**config.mk**
```make
export PLATFORM = sky130hd
export DESIGN_NAME = chan_scan_seq
export DESIGN_NICKNAME = d
export VERILOG_FILES = /design/src/rtl/chan_scan_pkg.sv /design/src/rtl/chan_scan_seq.sv
export SDC_FILE = /design/constraint.sdc
export NUM_CORES = 1
export LEC_CHECK = 0
export CAP_MARGIN = 20
export CORE_MARGIN = 2
export CORE_UTILIZATION = 47
export DETAILED_ROUTE_END_ITERATION = 8
export DONT_BUFFER_PORTS = 1
export PLACE_DENSITY = 0.6
export SLEW_MARGIN = 25
export SYNTH_ARGS = -nofsm -noshare
export SYNTH_HDL_FRONTEND = slang
export SYNTH_SLANG_ARGS = --single-unit
```
**constraint.sdc**
```tcl
create_clock -name clk -period 3.19 [get_ports clk]
set_clock_uncertainty 0.2 [all_clocks]
set_input_delay 0.4785 -clock clk [delete_from_list [all_inputs] [get_ports clk]]
set_output_delay 0.4785 -clock clk [all_outputs]
set_load 0.02 [all_outputs]
```
**src/rtl/chan_scan_pkg.sv**
```systemverilog
// Shared types and constants for the channel scan sequencer.
package chan_scan_pkg;

    typedef enum logic [1:0] {
        IDLE,
        SCAN,
        SEND,
        DONE
    } state_e;

    localparam logic [3:0] SEL_IDLE = 4'b1111;
    localparam int         MAX_CH   = 8;

endpackage

```
**src/rtl/chan_scan_seq.sv**
```systemverilog
// Channel scan sequencer: walks an external 8:1 selector and streams samples out.
// Optional per-channel enable mask port is added when CHAN_SCAN_MASK_EN is defined.
module chan_scan_seq
    import chan_scan_pkg::*;
#(
    parameter int WIDTH = 16,
    parameter int NCH   = 8
) (
    input  logic             clk,
    input  logic             rst_n,
    input  logic             start,
    input  logic             abort,
`ifdef CHAN_SCAN_MASK_EN
    input  logic [7:0]       chan_mask,
`endif
    output logic [3:0]       sel,
    input  logic [WIDTH-1:0] mux_in,
    output logic [WIDTH-1:0] out_data,
    output logic [2:0]       out_chan,
    output logic             out_valid,
    input  logic             out_ready,
    output logic             busy,
    output logic             done
);

    localparam logic [2:0] LAST_CH = 3'(NCH - 1);

    state_e           state_q, state_d;
    logic [2:0]       ch_q, ch_d;
    logic [WIDTH-1:0] data_q, data_d;
    logic [2:0]       chan_q, chan_d;
    logic             chanEn;

`ifdef CHAN_SCAN_MASK_EN
    logic [7:0]       mask_q, mask_d;

    assign chanEn = mask_q[ch_q];
`else
    assign chanEn = 1'b1;
`endif

    always_ff @(posedge clk or negedge rst_n) begin
        if (!rst_n) begin
            state_q <= IDLE;
            ch_q    <= '0;
            data_q  <= '0;
            chan_q  <= '0;
        end else begin
            state_q <= state_d;
            ch_q    <= ch_d;
            data_q  <= data_d;
            chan_q  <= chan_d;
        end
    end

`ifdef CHAN_SCAN_MASK_EN
    always_ff @(posedge clk or negedge rst_n) begin
        if (!rst_n) begin
            mask_q <= '0;
        end else begin
            mask_q <= mask_d;
        end
    end
`endif

    // Abort overrides everything, including a handshake in the same cycle.
    always_comb begin
        state_d = state_q;
        ch_d    = ch_q;
        data_d  = data_q;
        chan_d  = chan_q;
`ifdef CHAN_SCAN_MASK_EN
        mask_d  = mask_q;
`endif
        if (abort && (state_q != IDLE)) begin
            state_d = IDLE;
        end else begin
            case (state_q)
                IDLE: begin
                    if (start) begin
                        ch_d    = '0;
                        state_d = SCAN;
`ifdef CHAN_SCAN_MASK_EN
                        mask_d  = chan_mask;
`endif
                    end
                end
                SCAN: begin
                    if (chanEn) begin
                        data_d  = mux_in;
                        chan_d  = ch_q;
                        state_d = SEND;
                    end else if (ch_q == LAST_CH) begin
                        state_d = DONE;
                    end else begin
                        ch_d = ch_q + 3'd1;
                    end
                end
                SEND: begin
                    if (out_ready) begin
                        if (ch_q == LAST_CH) begin
                            state_d = DONE;
                        end else begin
                            ch_d    = ch_q + 3'd1;
                            state_d = SCAN;
                        end
                    end
                end
                DONE: begin
                    state_d = IDLE;
                end
                default: begin
                    state_d = IDLE;
                end
            endcase
        end
    end

    // The all-ones select parks the external selector on its zero output.
    always_comb begin
        sel = SEL_IDLE;
        if ((state_q == SCAN) || (state_q == SEND)) begin
            sel = {1'b0, ch_q};
        end
    end

    assign out_valid = (state_q == SEND);
    assign busy      = (state_q != IDLE);
    assign done      = (state_q == DONE);
    assign out_data  = data_q;
    assign out_chan  = chan_q;

endmodule

```
* Word level (Yosys, flattened, before mapping)
Cells that the tools add are included.
Widths: inputs -> output; s select.
** Word-level totals
- Register bits :: 24
- Memories :: 0
- Latch bits :: 0
- Logic and storage cells :: 33
- Output and inout bits :: 26
- Bits in writable memories :: 0
- Bits in read-only memories :: 0
- Input port bits :: 21
** Cells by class
- Div/mod/pow operators :: 0
- Muxes and demuxes :: 10
- Multiply operators :: 0
- Add/subtract/negate cells :: 1
- Reduce and logical (&&, ||, !) cells :: 8
- $lt $le $gt $ge :: 0
- Bitwise logic cells :: 1
- Equal/unequal tests :: 9
- Shift operators :: 0
** Operator list (count)
- $mux 3 :: 3
- $mux 2 :: 4
- $pmux 2 s4 :: 1
- $pmux 3 s2 :: 1
- $reduce_and 5->1 :: 1
- $eq 2x2->1 const B :: 2
- $mux 4 :: 1
- $ne 2x2->1 const B :: 2
- $reduce_and 2->1 :: 2
- $reduce_bool 2->1 :: 2
- $add 3x1->3 const B :: 1
- $eq 3x3->1 const B :: 1
- $ne 3x1->1 const B :: 1
- $ne 3x3->1 const B :: 1
- $eq 2x1->1 const B :: 1
- $logic_not 2->1 :: 1
- $ne 2x1->1 const B :: 1
- $logic_and 1x1->1 :: 1
- $logic_or 1x1->1 :: 1
- $not 1->1 :: 1

* Depth between registers and ports, before layout
Gate-level depths: netlist (run 1).
- Depth in word-level cells :: 5
- Mapped depth :: 7
- Gate-level depth less buffers :: 6

* Worst setup path before layout (run 1)
Ideal clock, no wire load.
- Path kind :: register to register
- Start :: register state_q[0]
- End :: register state_q[1]
- Period minus slack after synthesis :: 1.930 ns
- Data required time :: 2.866 ns
- Path buffers :: 0
- Library setup time :: 0.124 ns
- Arrival :: 1.606 ns
- Slack :: 1.260 ns
- Stages on the path, launching flop included :: 7
- Cells stage by stage :: dfrtp_1 inv_1 ha_1 or3b_1 a22oi_2 mux2i_1 o21ai_1
** On the way
- Elaborated cells between the ends (all ways) :: 11
- Classes of those cells :: eq/ne (5); mux (2); reduce/logical (4)
** RTL lines
- from (decl) :: RTL line chan_scan_seq.sv:28 : state_e state_q, state_d;
- from (signal assigned) :: RTL line chan_scan_seq.sv:49 : state_q <= state_d;
- $eq 2x2->1 (*)
- named net out_valid :: RTL line chan_scan_seq.sv:20 : output logic out_valid,
- $pmux 2 s4 / $ne 3x1->1 (equally long branches)
- $mux 2 / $reduce_and 2->1 (equally long branches)
Mark *: on every way through the listed nets, which the timed path passes. The rest lies on a longest branch.
A chain may end at the register's enable or synchronous reset.

* Final worst setup path (run 1)
- Start :: register state_q[1]
- End :: register data_q[15], in the netlist out_data[15]
** On the way
- Longest elaborated chain between the ends :: 4
- Elaborated cells between the ends (all ways) :: 5
- Classes of those cells :: eq/ne (1); bitwise (1); reduce/logical (3)
** Ends and longest elaborated chain
- $reduce_bool 2->1 :: RTL line chan_scan_seq.sv:75 : if (abort && (state_q != IDLE)) begin
- $logic_and 1x1->1 :: RTL line chan_scan_seq.sv:75
- $not 1->1 (no line)
- $reduce_and 2->1 (no line) (*)
- to (signal assigned) :: RTL line chan_scan_seq.sv:51 : data_q <= data_d;
- to (decl) :: RTL line chan_scan_seq.sv:30 : logic [WIDTH-1:0] data_q, data_d;
Mark *: on every way between the ends. The rest lies on a longest branch, timed or not.

==> results.sh, run 1 <==
export IMPL_vias_per_cell=5.50
export IMPL_ys_seq_area_frac=0.515
export IMPL_ctsHoldBuffers=1
export IMPL_synthCells=87
export IMPL_fp_dieW_um=53.8
export IMPL_final_cell_mix="dfrtp_1 (24), mux2_4 (16), inv_1 (7), nand2_1 (7), ha_1 (6)"
export IMPL_drtPass1Iterations=4
export IMPL_grt_pass1_vias=684
export IMPL_hold_path_class="in2reg"
export IMPL_syn_to_final_growth_pct=7.40
export IMPL_layout_nets=119
export IMPL_status="finished, final reports clean"
export IMPL_power_leakage_nw=0.637
export IMPL_place_gp_congestion=0.748
export IMPL_antenna_found_initial=0
export IMPL_tightestPinTransition_ns=0.611
export IMPL_synth_warning_count=0
export IMPL_crit_fanout=21
export IMPL_synth_largest_area_cell="dfrtp_1"
export IMPL_n_antenna_cell=0
export IMPL_clk_latency_ns=0.30
export IMPL_critPathRequiredTime_ns=3.20
export IMPL_vias=665
export IMPL_slew_limit_headroom=0.591
export IMPL_report_final_hold_viol_count=0
export IMPL_p_total_w=0.00147
export IMPL_rows=18
export IMPL_maxSlewViolCount=0
export IMPL_final_cells=121
export IMPL_crit_path_end_kind="register"
export IMPL_final_setup_viol_count=0
export IMPL_drt_iter0_drc=8
export IMPL_crit_arrival_ns=2.18
export IMPL_die_h_um=53.8
export IMPL_syn_nets=114
export IMPL_clock_sinks=24
export IMPL_clock_fmax_mhz=460
export IMPL_h_tree_depth=1
export IMPL_yosys_area_top_type_share=0.515
export IMPL_peakVddDrop_v=0.000686
export IMPL_postCtsSetupBuffers=0
export IMPL_rsz0062_at_grt="false"
export IMPL_grt_pass1_wl_mm=2.92
export IMPL_routed_wl_mm=1.89
export IMPL_utilization=0.520
export IMPL_yosys_top_cells_area="dfrtp_1 (52%), mux2_4 (21%), ha_1 (6.4%)"
export IMPL_post_route_drc_count=0
export IMPL_mostFrequentLayoutCell="dfrtp_1"
export IMPL_cts_root_buf="clkbuf_4"
export IMPL_dp_cells=115
export IMPL_finalCritPeriodShare=0.681
export IMPL_rrSetupSlack_ns=1.02
export IMPL_finalSetupTns_ns=0
export IMPL_grt_usage=0.144
export IMPL_wl_per_cell_um=15.6
export IMPL_drive_gt1_frac=0.275
export IMPL_dieArea_um2=2900
export IMPL_clkTransAtPathRegs_ns=0.13
export IMPL_synth_seq_cells=24
export IMPL_post_cts_resize_count=0
export IMPL_critPathKind="reg2reg"
export IMPL_whs_ns=0.108
export IMPL_syn_avg_cell_area_um2=13.4
export IMPL_port_buffers=0
export IMPL_startpoint_type="register"
export IMPL_period_needed_ns=2.17
export IMPL_core_area_um2=2410
export IMPL_drv_cap=0
export IMPL_dpl_hpwl_mm=1.42
export IMPL_grt_max_degree=25
export IMPL_synth_cell_types=22
export IMPL_start_util=0.484
export IMPL_cts_buffer_depth=2
export IMPL_cts_buffers=3
export IMPL_io_pin_count=47
export IMPL_overflow=0
export IMPL_ant_nets=0
export IMPL_cts_tree="yes"
export IMPL_p_per_area_nw_per_um2=1170
export IMPL_synth_area_um2=1170
[layout make-up]
| class | count | area (µm²) |
|---|---|---|
| Multi-Input combinational cell | 54 | 520 |
| Clock inverter | 1 | 30.0 |
| Clock buffer | 3 | 22.5 |
| Inverter | 7 | 26.3 |
| Tap cell | 30 | 37.5 |
| Timing Repair Buffer | 2 | 15.0 |
| Sequential cell | 24 | 601 |
| Fill cell | 204 | 1160 |
[cells in the mapped netlist]
master / n
a21oi_1: 2
o21ai_0: 2
nor2_1: 3
nand2b_1: 3
nand3_1: 1
and3_1: 1
ha_1: 6
nor2b_1: 2
nand2_2: 1
nand2_1: 7
or3b_1: 1
mux2_2: 1
inv_1: 7
a22oi_2: 2
o21ai_1: 1
mux2_4: 16
buf_4: 1
mux2i_1: 3
mux2_1: 1
or2b_1: 1
buf_6: 1
dfrtp_1: 24
[stage by stage]
step / worst slack (ns) / area (µm²)
after floorplan: 1.26 / 1170
after global placement: 1.09 / 1180
after detailed placement: 1.02 / 1180
after CTS: 1.00 / 1250
after global routing: 0.872 / 1250
final: 1.02 / 1250
[worst paths after layout]
path                             from           end  cells after the start
hold / removal             mux_in[13]  out_data[13]                      1
hold reg to reg               ch_q[1]       ch_q[1]                      2
max in group asynchronous       rst_n   out_data[6]                      2
setup reg to reg           state_q[1]  out_data[15]                      5
setup / recovery           state_q[1]  out_data[15]                      5
min in group asynchronous       rst_n   out_data[0]                      2
[report_power, final]
| part | internal (W) | total [W] | switching [W] | leakage, nW |
|---|---|---|---|---|
| sequential | 0.000437 | 0.000678 | 0.000241 | 0.296 |
| clock | 0.000127 | 0.000215 | 0.0000877 | 0.0279 |
| combinational | 0.000294 | 0.000576 | 0.000282 | 0.313 |
| total | 0.000858 | 0.00147 | 0.000611 | 0.637 |
[flip-flops by register name, summed over array words and instances (netlist names)]
register  cells
out_chan      3
out_data     16
state_q       2
ch_q          3
[cells by family after synthesis]
family	share of synthesized area
buf+inv	0.0386
fa+ha+maj	0.0644
mux	0.251
flops	0.515
compound gates	0.0429
simple gates	0.0880
[critical path: stages (launching register included)]
cell and delay, ns:
dfrtp_1 0.42, inv_1 0.10, ha_1 0.26, nand2b_1 0.21
nand2_2 0.48, mux2_2 0.40
[metal layers]
layer | share of wire | GRT usage | vias up | wire, µm
met5 | 0 | 0 | - | 0
met2 | 0.50 | 0.236 | 27 | 950
met4 | 0.0079 | 0.0556 | 0 | 15
li1 | - | - | 300 | -
met1 | 0.41 | 0.173 | 336 | 777
met3 | 0.077 | 0.0472 | 2 | 146
No activity file was read; power rests on OpenSTA's default activity.
==> inputs of run 2 (changes only) <==
clock period = 2.1 ns   (was 3.19 ns; I/O delays follow)
==> run 2 against run 1 <==
Against the previous run:
- utilization increased by 8.5 points
- die area unchanged
- non-clock buffer count increased by 22
- first-iteration DRC count decreased by 25%
- routed wire length increased by 14%
- cell area increased by 16%
- via count increased by 9.6%
- largest cell class unchanged
- largest power group unchanged
==> results.sh, run 2 (same netlist as run 1, synthesis figures left out) <==
export IMPL_final_area_um2=1460
export IMPL_mostFrequentLayoutCell="dfrtp_1"
export IMPL_whs_ns=0.0783
export IMPL_busiest_layer="met2"
export IMPL_ant_nets=0
export IMPL_finalSetupTns_ns=0
export IMPL_critPathRequiredTime_ns=2.10
export IMPL_cts_tree="yes"
export IMPL_status="finished, final reports clean"
export IMPL_final_seq_area_um2=601
export IMPL_dpl_hpwl_mm=1.46
export IMPL_dpl_cell_area_um2=1230
export IMPL_use_met3=0.0667
export IMPL_overflow=0
export IMPL_grt_max_degree=25
export IMPL_drive_gt1_frac=0.265
export IMPL_reg2reg_to="ch_q[0]"
export IMPL_post_cts_resize_count=0
export IMPL_largest_reg_flops=16
export IMPL_io_pin_count=47
export IMPL_crit_path_end_kind="register"
export IMPL_dp_slack_ns=0.175
export IMPL_rrSetupSlack_ns=0.18
export IMPL_die_h_um=53.8
export IMPL_dieArea_um2=2900
export IMPL_power_leakage_nw=0.730
export IMPL_report_final_hold_viol_count=0
export IMPL_grt_pass1_vias=737
export IMPL_cts_buffer_depth=2
export IMPL_routed_wl_mm=2.15
export IMPL_startpoint_type="register"
export IMPL_drt_iter0_drc=6
export IMPL_clkTransAtPathRegs_ns=0.12
export IMPL_tightestPinTransition_ns=0.524
export IMPL_grt_met1_usage=0.199
export IMPL_layout_nets=141
export IMPL_vias=729
export IMPL_period_needed_ns=1.92
export IMPL_h_tree_depth=1
export IMPL_crit_arrival_ns=1.92
export IMPL_port_buffers=0
export IMPL_cts_root_buf="clkbuf_4"
export IMPL_grt_usage=0.158
export IMPL_drv_cap=0
export IMPL_slew_limit_headroom=0.651
export IMPL_hold_path_class="in2reg"
export IMPL_critPathKind="reg2reg"
export IMPL_critPathLaunch="ch_q[0]"
export IMPL_finalCritPeriodShare=0.916
export IMPL_rsz0062_at_grt="false"
export IMPL_clk_latency_ns=0.30
export IMPL_maxSlewViolCount=0
export IMPL_antenna_found_initial=0
export IMPL_vias_per_cell=5.10
export IMPL_syn_to_final_growth_pct=24.9
export IMPL_drtPass1Iterations=4
export IMPL_p_per_area_nw_per_um2=1550
export IMPL_fin_ws_ns=0.175
export IMPL_peakVddDrop_v=0.00117
export IMPL_clock_sinks=24
export IMPL_final_cell_mix="dfrtp_1 (24), dlygate4sd3_1 (18), mux2_4 (16)"
export IMPL_crit_end="ch_q[0]"
export IMPL_rows=18
export IMPL_place_gp_congestion=0.740
export IMPL_ctsHoldBuffers=18
export IMPL_multi_input_area_um2=520
export IMPL_final_setup_viol_count=0
export IMPL_crit_fanout=5
export IMPL_postCtsSetupBuffers=0
export IMPL_met2_usage=0.258
export IMPL_reg2reg_depth=6
export IMPL_fillerInstances=194
export IMPL_core_area_um2=2410
export IMPL_n_antenna_cell=0
export IMPL_worstReg2RegStart="ch_q[0]"
export IMPL_fp_dieW_um=53.8
export IMPL_clock_fmax_mhz=520
export IMPL_cts_buffers=3
export IMPL_start_util=0.484
export IMPL_grt_pass1_wl_mm=3.27
export IMPL_post_route_drc_count=0
export IMPL_wl_per_cell_um=15.0
export IMPL_utilization=0.604
==> run 2: critical path: stages (launching register included) <==
cell,delay (ns)
dfrtp_1,0.43
ha_1,0.21
ha_1,0.19
nand2b_1,0.16
a21oi_1,0.17
a22oi_2,0.13
mux2_1,0.33
==> run 2: worst min path at each step <==
stage / from / endpoint / cells after the start
floorplan: rst_n / ch_q[0] / 0
global placement: rst_n / out_data[12] / 0
detailed placement: rst_n / out_data[12] / 0
CTS: start / state_q[0] / 4
global route: start / state_q[1] / 3
finish: start / state_q[0] / 4
==> run 2: cell type report <==
type | count | share of cell area
timing repair buffer | 24 | 0.162
inverter | 7 | 0.0180
tap | 30 | 0.0258
multi-input combinational | 54 | 0.357
sequential | 24 | 0.412
clock buffer | 4 | 0.0249
==> run 2: power by group <==
| group | leakage [nW] | internal (W) | switching [W] |
|---|---|---|---|
| combinational | 0.414 | 0.000535 | 0.000465 |
| clock | 0.0210 | 0.000106 | 0.000128 |
| sequential | 0.296 | 0.000664 | 0.000365 |
| total | 0.730 | 0.00130 | 0.000958 |
==> run 2: metrics by stage <==
stage          cells  total power (W)
2_1_floorplan     87          0.00181
3_3_place_gp     120          0.00199
3_5_place_dp     120          0.00200
4_1_cts          142          0.00228
5_1_grt          143          0.00240
6_report         143          0.00226
==> run 2: layer usage <==
layer | routed length (µm) | up-vias | part of all wire
met5 | 0 | - | 0
met4 | 15 | 0 | 0.0070
met3 | 143 | 2 | 0.067
met2 | 1070 | 27 | 0.50
met1 | 920 | 357 | 0.43
li1 | - | 343 | -
